==> config.mk <==
export PLATFORM = sky130hd
export DESIGN_NAME = decode_stage
export DESIGN_NICKNAME = d
export VERILOG_FILES = /design/src/rtl/decode_pkg.sv /design/src/rtl/decode_core.sv /design/src/rtl/decode_stage.sv
export SDC_FILE = /design/constraint.sdc
export NUM_CORES = 1
export LEC_CHECK = 0
export ABC_AREA = 1
export CAP_MARGIN = 20
export CORE_MARGIN = 4
export CORE_UTILIZATION = 55
export DETAILED_ROUTE_END_ITERATION = 7
export PLACE_DENSITY = 0.9
export SKIP_LAST_GASP = 1
export SYNTH_ARGS = -nofsm -noshare
export SYNTH_HDL_FRONTEND = slang
export SYNTH_HIERARCHICAL = 1
export SYNTH_SLANG_ARGS = --single-unit
==> constraint.sdc <==
create_clock -name clk -period 15.79 [get_ports clk]
set_clock_uncertainty 0.15 [all_clocks]
set_input_delay 1.579 -clock clk [delete_from_list [all_inputs] [get_ports clk]]
set_output_delay 1.579 -clock clk [all_outputs]
set_load 0.005 [all_outputs]
==> src/rtl/decode_pkg.sv <==
// rtl/decode_pkg.sv - mode codes, RV32 opcodes and decoded-instruction record for decode_stage
package decode_pkg;

  localparam int MODE_W = 4;

  localparam logic [MODE_W-1:0] MODE_NOP     = 4'd0;
  localparam logic [MODE_W-1:0] MODE_R       = 4'd1;
  localparam logic [MODE_W-1:0] MODE_I       = 4'd2;
  localparam logic [MODE_W-1:0] MODE_LOAD    = 4'd3;
  localparam logic [MODE_W-1:0] MODE_STORE   = 4'd4;
  localparam logic [MODE_W-1:0] MODE_BRANCH  = 4'd5;
  localparam logic [MODE_W-1:0] MODE_JAL     = 4'd6;
  localparam logic [MODE_W-1:0] MODE_LUI     = 4'd7;
  localparam logic [MODE_W-1:0] MODE_AUIPC   = 4'd8;
  localparam logic [MODE_W-1:0] MODE_ILLEGAL = 4'd9;
  localparam logic [MODE_W-1:0] MODE_JALR    = 4'd10;

  localparam logic [6:0] OPC_NOP    = 7'b0000000;
  localparam logic [6:0] OPC_R      = 7'b0110011;
  localparam logic [6:0] OPC_I      = 7'b0010011;
  localparam logic [6:0] OPC_LOAD   = 7'b0000011;
  localparam logic [6:0] OPC_STORE  = 7'b0100011;
  localparam logic [6:0] OPC_BRANCH = 7'b1100011;
  localparam logic [6:0] OPC_JAL    = 7'b1101111;
  localparam logic [6:0] OPC_LUI    = 7'b0110111;
  localparam logic [6:0] OPC_AUIPC  = 7'b0010111;
  localparam logic [6:0] OPC_JALR   = 7'b1100111;

  // imm is kept at 32 bits; the stage sign-extends it to XLEN at its output
  typedef struct packed {
    logic [MODE_W-1:0] mode;
    logic [4:0]        rd;
    logic [4:0]        rs1;
    logic [4:0]        rs2;
    logic [2:0]        funct3;
    logic [6:0]        funct7;
    logic [31:0]       imm;
  } decoded_t;

endpackage

==> src/rtl/decode_core.sv <==
// rtl/decode_core.sv - combinational RV32 classifier, field gating and immediate generation
module decode_core
  import decode_pkg::*;
(
  input  logic [31:0] instr_i,
  output decoded_t    dec_o
);

  logic [31:0] imm_i, imm_s, imm_b, imm_u, imm_j;

  assign imm_i = {{20{instr_i[31]}}, instr_i[31:20]};
  assign imm_s = {{20{instr_i[31]}}, instr_i[31:25], instr_i[11:7]};
  assign imm_b = {{19{instr_i[31]}}, instr_i[31], instr_i[7], instr_i[30:25], instr_i[11:8], 1'b0};
  assign imm_u = {instr_i[31:12], 12'b0};
  assign imm_j = {{11{instr_i[31]}}, instr_i[31], instr_i[19:12], instr_i[20], instr_i[30:21], 1'b0};

  always_comb begin
    dec_o = '0;
    case (instr_i[6:0])
      OPC_NOP: dec_o.mode = MODE_NOP;
      OPC_R: begin
        dec_o.mode   = MODE_R;
        dec_o.rd     = instr_i[11:7];
        dec_o.rs1    = instr_i[19:15];
        dec_o.rs2    = instr_i[24:20];
        dec_o.funct3 = instr_i[14:12];
        dec_o.funct7 = instr_i[31:25];
      end
      OPC_I: begin
        dec_o.mode   = MODE_I;
        dec_o.rd     = instr_i[11:7];
        dec_o.rs1    = instr_i[19:15];
        dec_o.funct3 = instr_i[14:12];
        dec_o.funct7 = instr_i[31:25];
        dec_o.imm    = imm_i;
      end
      OPC_LOAD, OPC_JALR: begin
        dec_o.mode   = (instr_i[6:0] == OPC_LOAD) ? MODE_LOAD : MODE_JALR;
        dec_o.rd     = instr_i[11:7];
        dec_o.rs1    = instr_i[19:15];
        dec_o.funct3 = instr_i[14:12];
        dec_o.imm    = imm_i;
      end
      OPC_STORE, OPC_BRANCH: begin
        dec_o.mode   = (instr_i[6:0] == OPC_STORE) ? MODE_STORE : MODE_BRANCH;
        dec_o.rs1    = instr_i[19:15];
        dec_o.rs2    = instr_i[24:20];
        dec_o.funct3 = instr_i[14:12];
        dec_o.imm    = (instr_i[6:0] == OPC_STORE) ? imm_s : imm_b;
      end
      OPC_JAL: begin
        dec_o.mode = MODE_JAL;
        dec_o.rd   = instr_i[11:7];
        dec_o.imm  = imm_j;
      end
      OPC_LUI, OPC_AUIPC: begin
        dec_o.mode = (instr_i[6:0] == OPC_LUI) ? MODE_LUI : MODE_AUIPC;
        dec_o.rd   = instr_i[11:7];
        dec_o.imm  = imm_u;
      end
      default: dec_o.mode = MODE_ILLEGAL;
    endcase
  end

endmodule

==> src/rtl/decode_stage.sv <==
// rtl/decode_stage.sv - registered RV32 decode stage with skid buffer; DECODE_STATS_EN adds handshake counters
module decode_stage
  import decode_pkg::*;
#(
  parameter int XLEN  = 32,
  parameter int CNT_W = 16
) (
  input  logic              clk,
  input  logic              rst,
  input  logic              flush,
  input  logic              in_valid,
  output logic              in_ready,
  input  logic [31:0]       in_instr,
  input  logic [XLEN-1:0]   in_pc,
  output logic              out_valid,
  input  logic              out_ready,
  output logic [MODE_W-1:0] out_mode,
  output logic [4:0]        out_rd,
  output logic [4:0]        out_rs1,
  output logic [4:0]        out_rs2,
  output logic [2:0]        out_funct3,
  output logic [6:0]        out_funct7,
  output logic [XLEN-1:0]   out_imm,
  output logic [XLEN-1:0]   out_pc,
  output logic              out_illegal
`ifdef DECODE_STATS_EN
  ,
  output logic [CNT_W-1:0]  stat_decoded,
  output logic [CNT_W-1:0]  stat_illegal
`endif
);

  if (XLEN < 32) begin : g_xlen_check
    $error("decode_stage: XLEN must be >= 32");
  end
  if (CNT_W < 1) begin : g_cnt_check
    $error("decode_stage: CNT_W must be >= 1");
  end

  decoded_t          in_dec;
  decoded_t          out_q, out_d, skid_q, skid_d;
  logic [XLEN-1:0]   out_pc_q, out_pc_d, skid_pc_q, skid_pc_d;
  logic              out_valid_q, out_valid_d, skid_valid_q, skid_valid_d;
  logic              in_ready_q, in_ready_d;
  logic              in_hs, out_load;

  decode_core u_core (
    .instr_i (in_instr),
    .dec_o   (in_dec)
  );

  // The skid only fills while the output is stalled, so an occupied skid
  // implies a valid output; draining it always wins over new input.
  always_comb begin
    in_hs        = in_valid && in_ready_q;
    out_load     = !out_valid_q || out_ready;
    out_d        = out_q;
    out_pc_d     = out_pc_q;
    skid_d       = skid_q;
    skid_pc_d    = skid_pc_q;
    out_valid_d  = out_valid_q;
    skid_valid_d = skid_valid_q;
    if (flush) begin
      out_valid_d  = 1'b0;
      skid_valid_d = 1'b0;
    end else if (skid_valid_q) begin
      if (out_load) begin
        out_d        = skid_q;
        out_pc_d     = skid_pc_q;
        out_valid_d  = 1'b1;
        skid_valid_d = 1'b0;
      end
    end else if (out_load) begin
      out_valid_d = in_hs;
      if (in_hs) begin
        out_d    = in_dec;
        out_pc_d = in_pc;
      end
    end else if (in_hs) begin
      skid_d       = in_dec;
      skid_pc_d    = in_pc;
      skid_valid_d = 1'b1;
    end
    in_ready_d = !skid_valid_d;
  end

  always_ff @(posedge clk or posedge rst) begin
    if (rst) begin
      out_q        <= '0;
      out_pc_q     <= '0;
      skid_q       <= '0;
      skid_pc_q    <= '0;
      out_valid_q  <= 1'b0;
      skid_valid_q <= 1'b0;
      in_ready_q   <= 1'b1;
    end else begin
      out_q        <= out_d;
      out_pc_q     <= out_pc_d;
      skid_q       <= skid_d;
      skid_pc_q    <= skid_pc_d;
      out_valid_q  <= out_valid_d;
      skid_valid_q <= skid_valid_d;
      in_ready_q   <= in_ready_d;
    end
  end

  assign in_ready    = in_ready_q;
  assign out_valid   = out_valid_q;
  assign out_mode    = out_q.mode;
  assign out_rd      = out_q.rd;
  assign out_rs1     = out_q.rs1;
  assign out_rs2     = out_q.rs2;
  assign out_funct3  = out_q.funct3;
  assign out_funct7  = out_q.funct7;
  assign out_imm     = XLEN'($signed(out_q.imm));
  assign out_pc      = out_pc_q;
  assign out_illegal = (out_q.mode == MODE_ILLEGAL);

`ifdef DECODE_STATS_EN
  logic [CNT_W-1:0] stat_decoded_q, stat_illegal_q;

  // Saturating; deliberately untouched by flush.
  always_ff @(posedge clk or posedge rst) begin
    if (rst) begin
      stat_decoded_q <= '0;
      stat_illegal_q <= '0;
    end else if (out_valid_q && out_ready) begin
      if (!(&stat_decoded_q)) stat_decoded_q <= stat_decoded_q + CNT_W'(1);
      if (out_illegal && !(&stat_illegal_q)) stat_illegal_q <= stat_illegal_q + CNT_W'(1);
    end
  end

  assign stat_decoded = stat_decoded_q;
  assign stat_illegal = stat_illegal_q;
`endif

endmodule

==> flow_summary.yaml <==
job:
  maxCapViolations: 0
routing:
  dr.pass1.iters: 7
  antenna_left: 0
  totalWireLength_um: 26780
  drc: 0
  routedWlPerCell_um: 16.08
  vias: 9141
  routed_via_density: 5.490
  drt_iter0_markers: 1256
cells_and_area:
  drive_above_1_share_pct: 4.983
  mostFrequentLayoutCell: "nand2_1"
  final_cell_mix: "nand2_1, nand3_1, dfrtp_1, clkdlybuf4s50_1, nor2_1"
  nFillCells: 1341
  post-route-util_pct: 70.44
  areaGrowthSynthToFinish_pct: 23.98
  diodes: 0
  fin_cells: 1665
  nets: 1501
global_route:
  grt_overflow: 0
  track_usage_pct: 27.37
  grt_pass1_vias: 8684
  antenna_found_initial: 0
  grt_max_degree: 109
  grt_pass1_wl_um: 44110
cts:
  cts.htree.levels: 4
  cts_setup_buffers: 0
  cts-resized-gates: 0
  cts_sinks: 189
  cts_buffer_depth: 2
  clk_latency_ps: 430
  cts_buffers: 17
  root_buffer: "clkbuf_16"
  cts_tree: "done"
  holdBufCountCts: 0
  clk_pin_slew_ps: 60
floorplanning:
  die_w_um: 139.6
  core_um2: 16760
  initial_utilization_pct: 56.82
  fp.dieArea_um2: 19480
  rows: 47
  pin_count: 165
  die_h_um: 139.6
hold_path:
  hp-class: "reg -> reg"
synthesis:
  synth_top_area_share_pct: 49.40
  syn_inst: 1327
  synth_area_per_cell_um2: 7.176
  synth_compound_area_share_pct: 0.2628
  yosys.area_share.simple_pct: 43.96
  synthAdderAreaFrac_pct: 0
  synth-xor-area-share_pct: 0
  synth_mux_area_share_pct: 0
  yosysWarningCount: 6
  synth.cell_area_um2: 9523
  synthTopCellsByArea: "dfrtp_1, nand2_1, nand3_1"
  synth.distinct_cells: 21
  ys_ff_latch: 189
  ys_seq_area_share_pct: 49.68
  yosys.area.top_type: "dfrtp_1"
  synth_top_family_by_area: "simple AND/OR/NAND/NOR gates"
  synth.net_count: 1396
pwr:
  irDropWorstVdd_mv: 0.07992
  leakagePower_nw: 6.551
  powerDensity_nw_per_um2: 101.2
place:
  hpwl_um: 15910
  place.gp.congestion: 0.9142
  dp_cells: 1631
  io_buffers: 164
sta:
  hold_viol: 0
  fmax_mhz: 243.5
  layout_worst_path_cycle_share_pct: 26.01
  slew_headroom_pct: 28.10
  drv_slew: 0
  finalSetupViolCount: 0
  rsz0062_at_grt: "false"
  setup_tns_ps: 0
  fin_crit_ps: 4106
  worst_pin_slew_ps: 1078
setup_path:
  cp_common_cell: "nand2_1"
  required_ps: 15950
  cp-start-kind: "input pin"
  crit_path_top_delay_cell: "buf_4"
  crit_path_max_incr_delay_ps: 810
  cp_max_fo: 94
  worstPathCellList: "clkdlybuf4s50_1 -> nand2_1 -> nor2_4 -> buf_4 -> nand2_4 -> nand2_1 -> nand2_1"
  crit_family: "simple AND/OR/NAND/NOR gates"
  cp-end-kind: "register"
  crit_type: "in -> reg"
  critPathBufInv: 2
  crit_arrival_ps: 4260
run_status:
  outcome: "finished clean"
[report_power, final]
group | internal (W) | switching (W) | total, W | leakage [nW]
Clock | 0.000271 | 0.000185 | 0.000455 | 0.302
Sequential | 0.000533 | 0.0000290 | 0.000562 | 2.52
Combinational | 0.0000798 | 0.0000980 | 0.000178 | 3.72
[path summary, 6_finish.rpt]
kind / start / end / slack [ps] / depth (start not counted)
worst min-delay path: out_imm[26] / out_imm[26] / 320 / 2
worst max register to register: skid_valid_q / skid_q[11] / 12490 / 6
max in group asynchronous: rst / in_ready / 12650 / 4
worst max-delay path: in_valid / skid_q[11] / 11680 / 7
min in group asynchronous: rst / out_pc[12] / 1530 / 2
worst min register to register: out_imm[26] / out_imm[26] / 320 / 2
[stage by stage]
step	hold WS, ps	area, um2	power, W	setup WS, ps
global placement	303.5	11120	0.0007382	11340
CTS	324.5	11750	0.001197	11690
floorplan	291.7	9523	0.0006527	8921
global route	336.9	11810	0.001246	11470
detailed placement	307.6	11120	0.0007453	11280
finish	319.4	11810	0.001195	11680
[kinds of logic (layout without fill, tap and decap cells)]
logic type	count (synthesis)	after routing
AOI/OAI and AO/OA	5	5
and+or+nand+nor	1006	1006
DFF	189	189
buffers and inverters	127	245
[state kept, by name, indices dropped and copies added, names as in the netlist]
name / count
in_ready: 1
out_funct3: 3
out_funct7: 7
out_imm: 32
out_mode: 4
out_pc: 32
out_rd: 5
out_rs1: 5
out_rs2: 5
out_valid: 1
skid_pc_q: 32
skid_q: 61
skid_valid_q: 1
[metal layers]
| metal | global-route usage, % | routed length [um] | up-vias |
|---|---|---|---|
| met2 | 43.82 | 12780 | 459 |
| met1 | 37.95 | 11100 | 4267 |
| met3 | 4.117 | 1996 | 78 |
| met5 | 0 | 0 | - |
| li1 | - | - | 4337 |
| met4 | 10.71 | 899 | 0 |
[cell usage after synthesis]
cell type / number
o21ai_0: 3
nor2_2: 4
nor2_4: 5
inv_1: 36
nand2_1: 713
nand3b_1: 12
a21oi_1: 2
nor3_1: 2
buf_1: 1
buf_6: 3
nor2_1: 44
inv_2: 4
clkbuf_1: 18
nand2_2: 7
nand2_4: 2
and2_1: 1
nand3_2: 2
buf_2: 65
nand3_1: 214
dfrtp_1: 188
dfstp_2: 1
[layout make-up]
| class | count | area, um2 | area share, % |
|---|---|---|---|
| multi-input cells | 1011 | 4263 | 36.11 |
| inverters | 40 | 157.7 | 1.335 |
| flip-flops and latches | 189 | 4732 | 40.08 |
| clock buffers | 23 | 498.0 | 4.218 |
| clock inverters | 9 | 131.4 | 1.113 |
| repair buffers | 173 | 1749 | 14.82 |
| well taps | 220 | 275.3 | 2.332 |
[tightest hold or removal path: stages, from the launching register on]
cell and delay [ps]:
dfrtp_1 340, nand2_1 50, nand2_1 40
No activity file was read; power rests on OpenSTA's default activity.
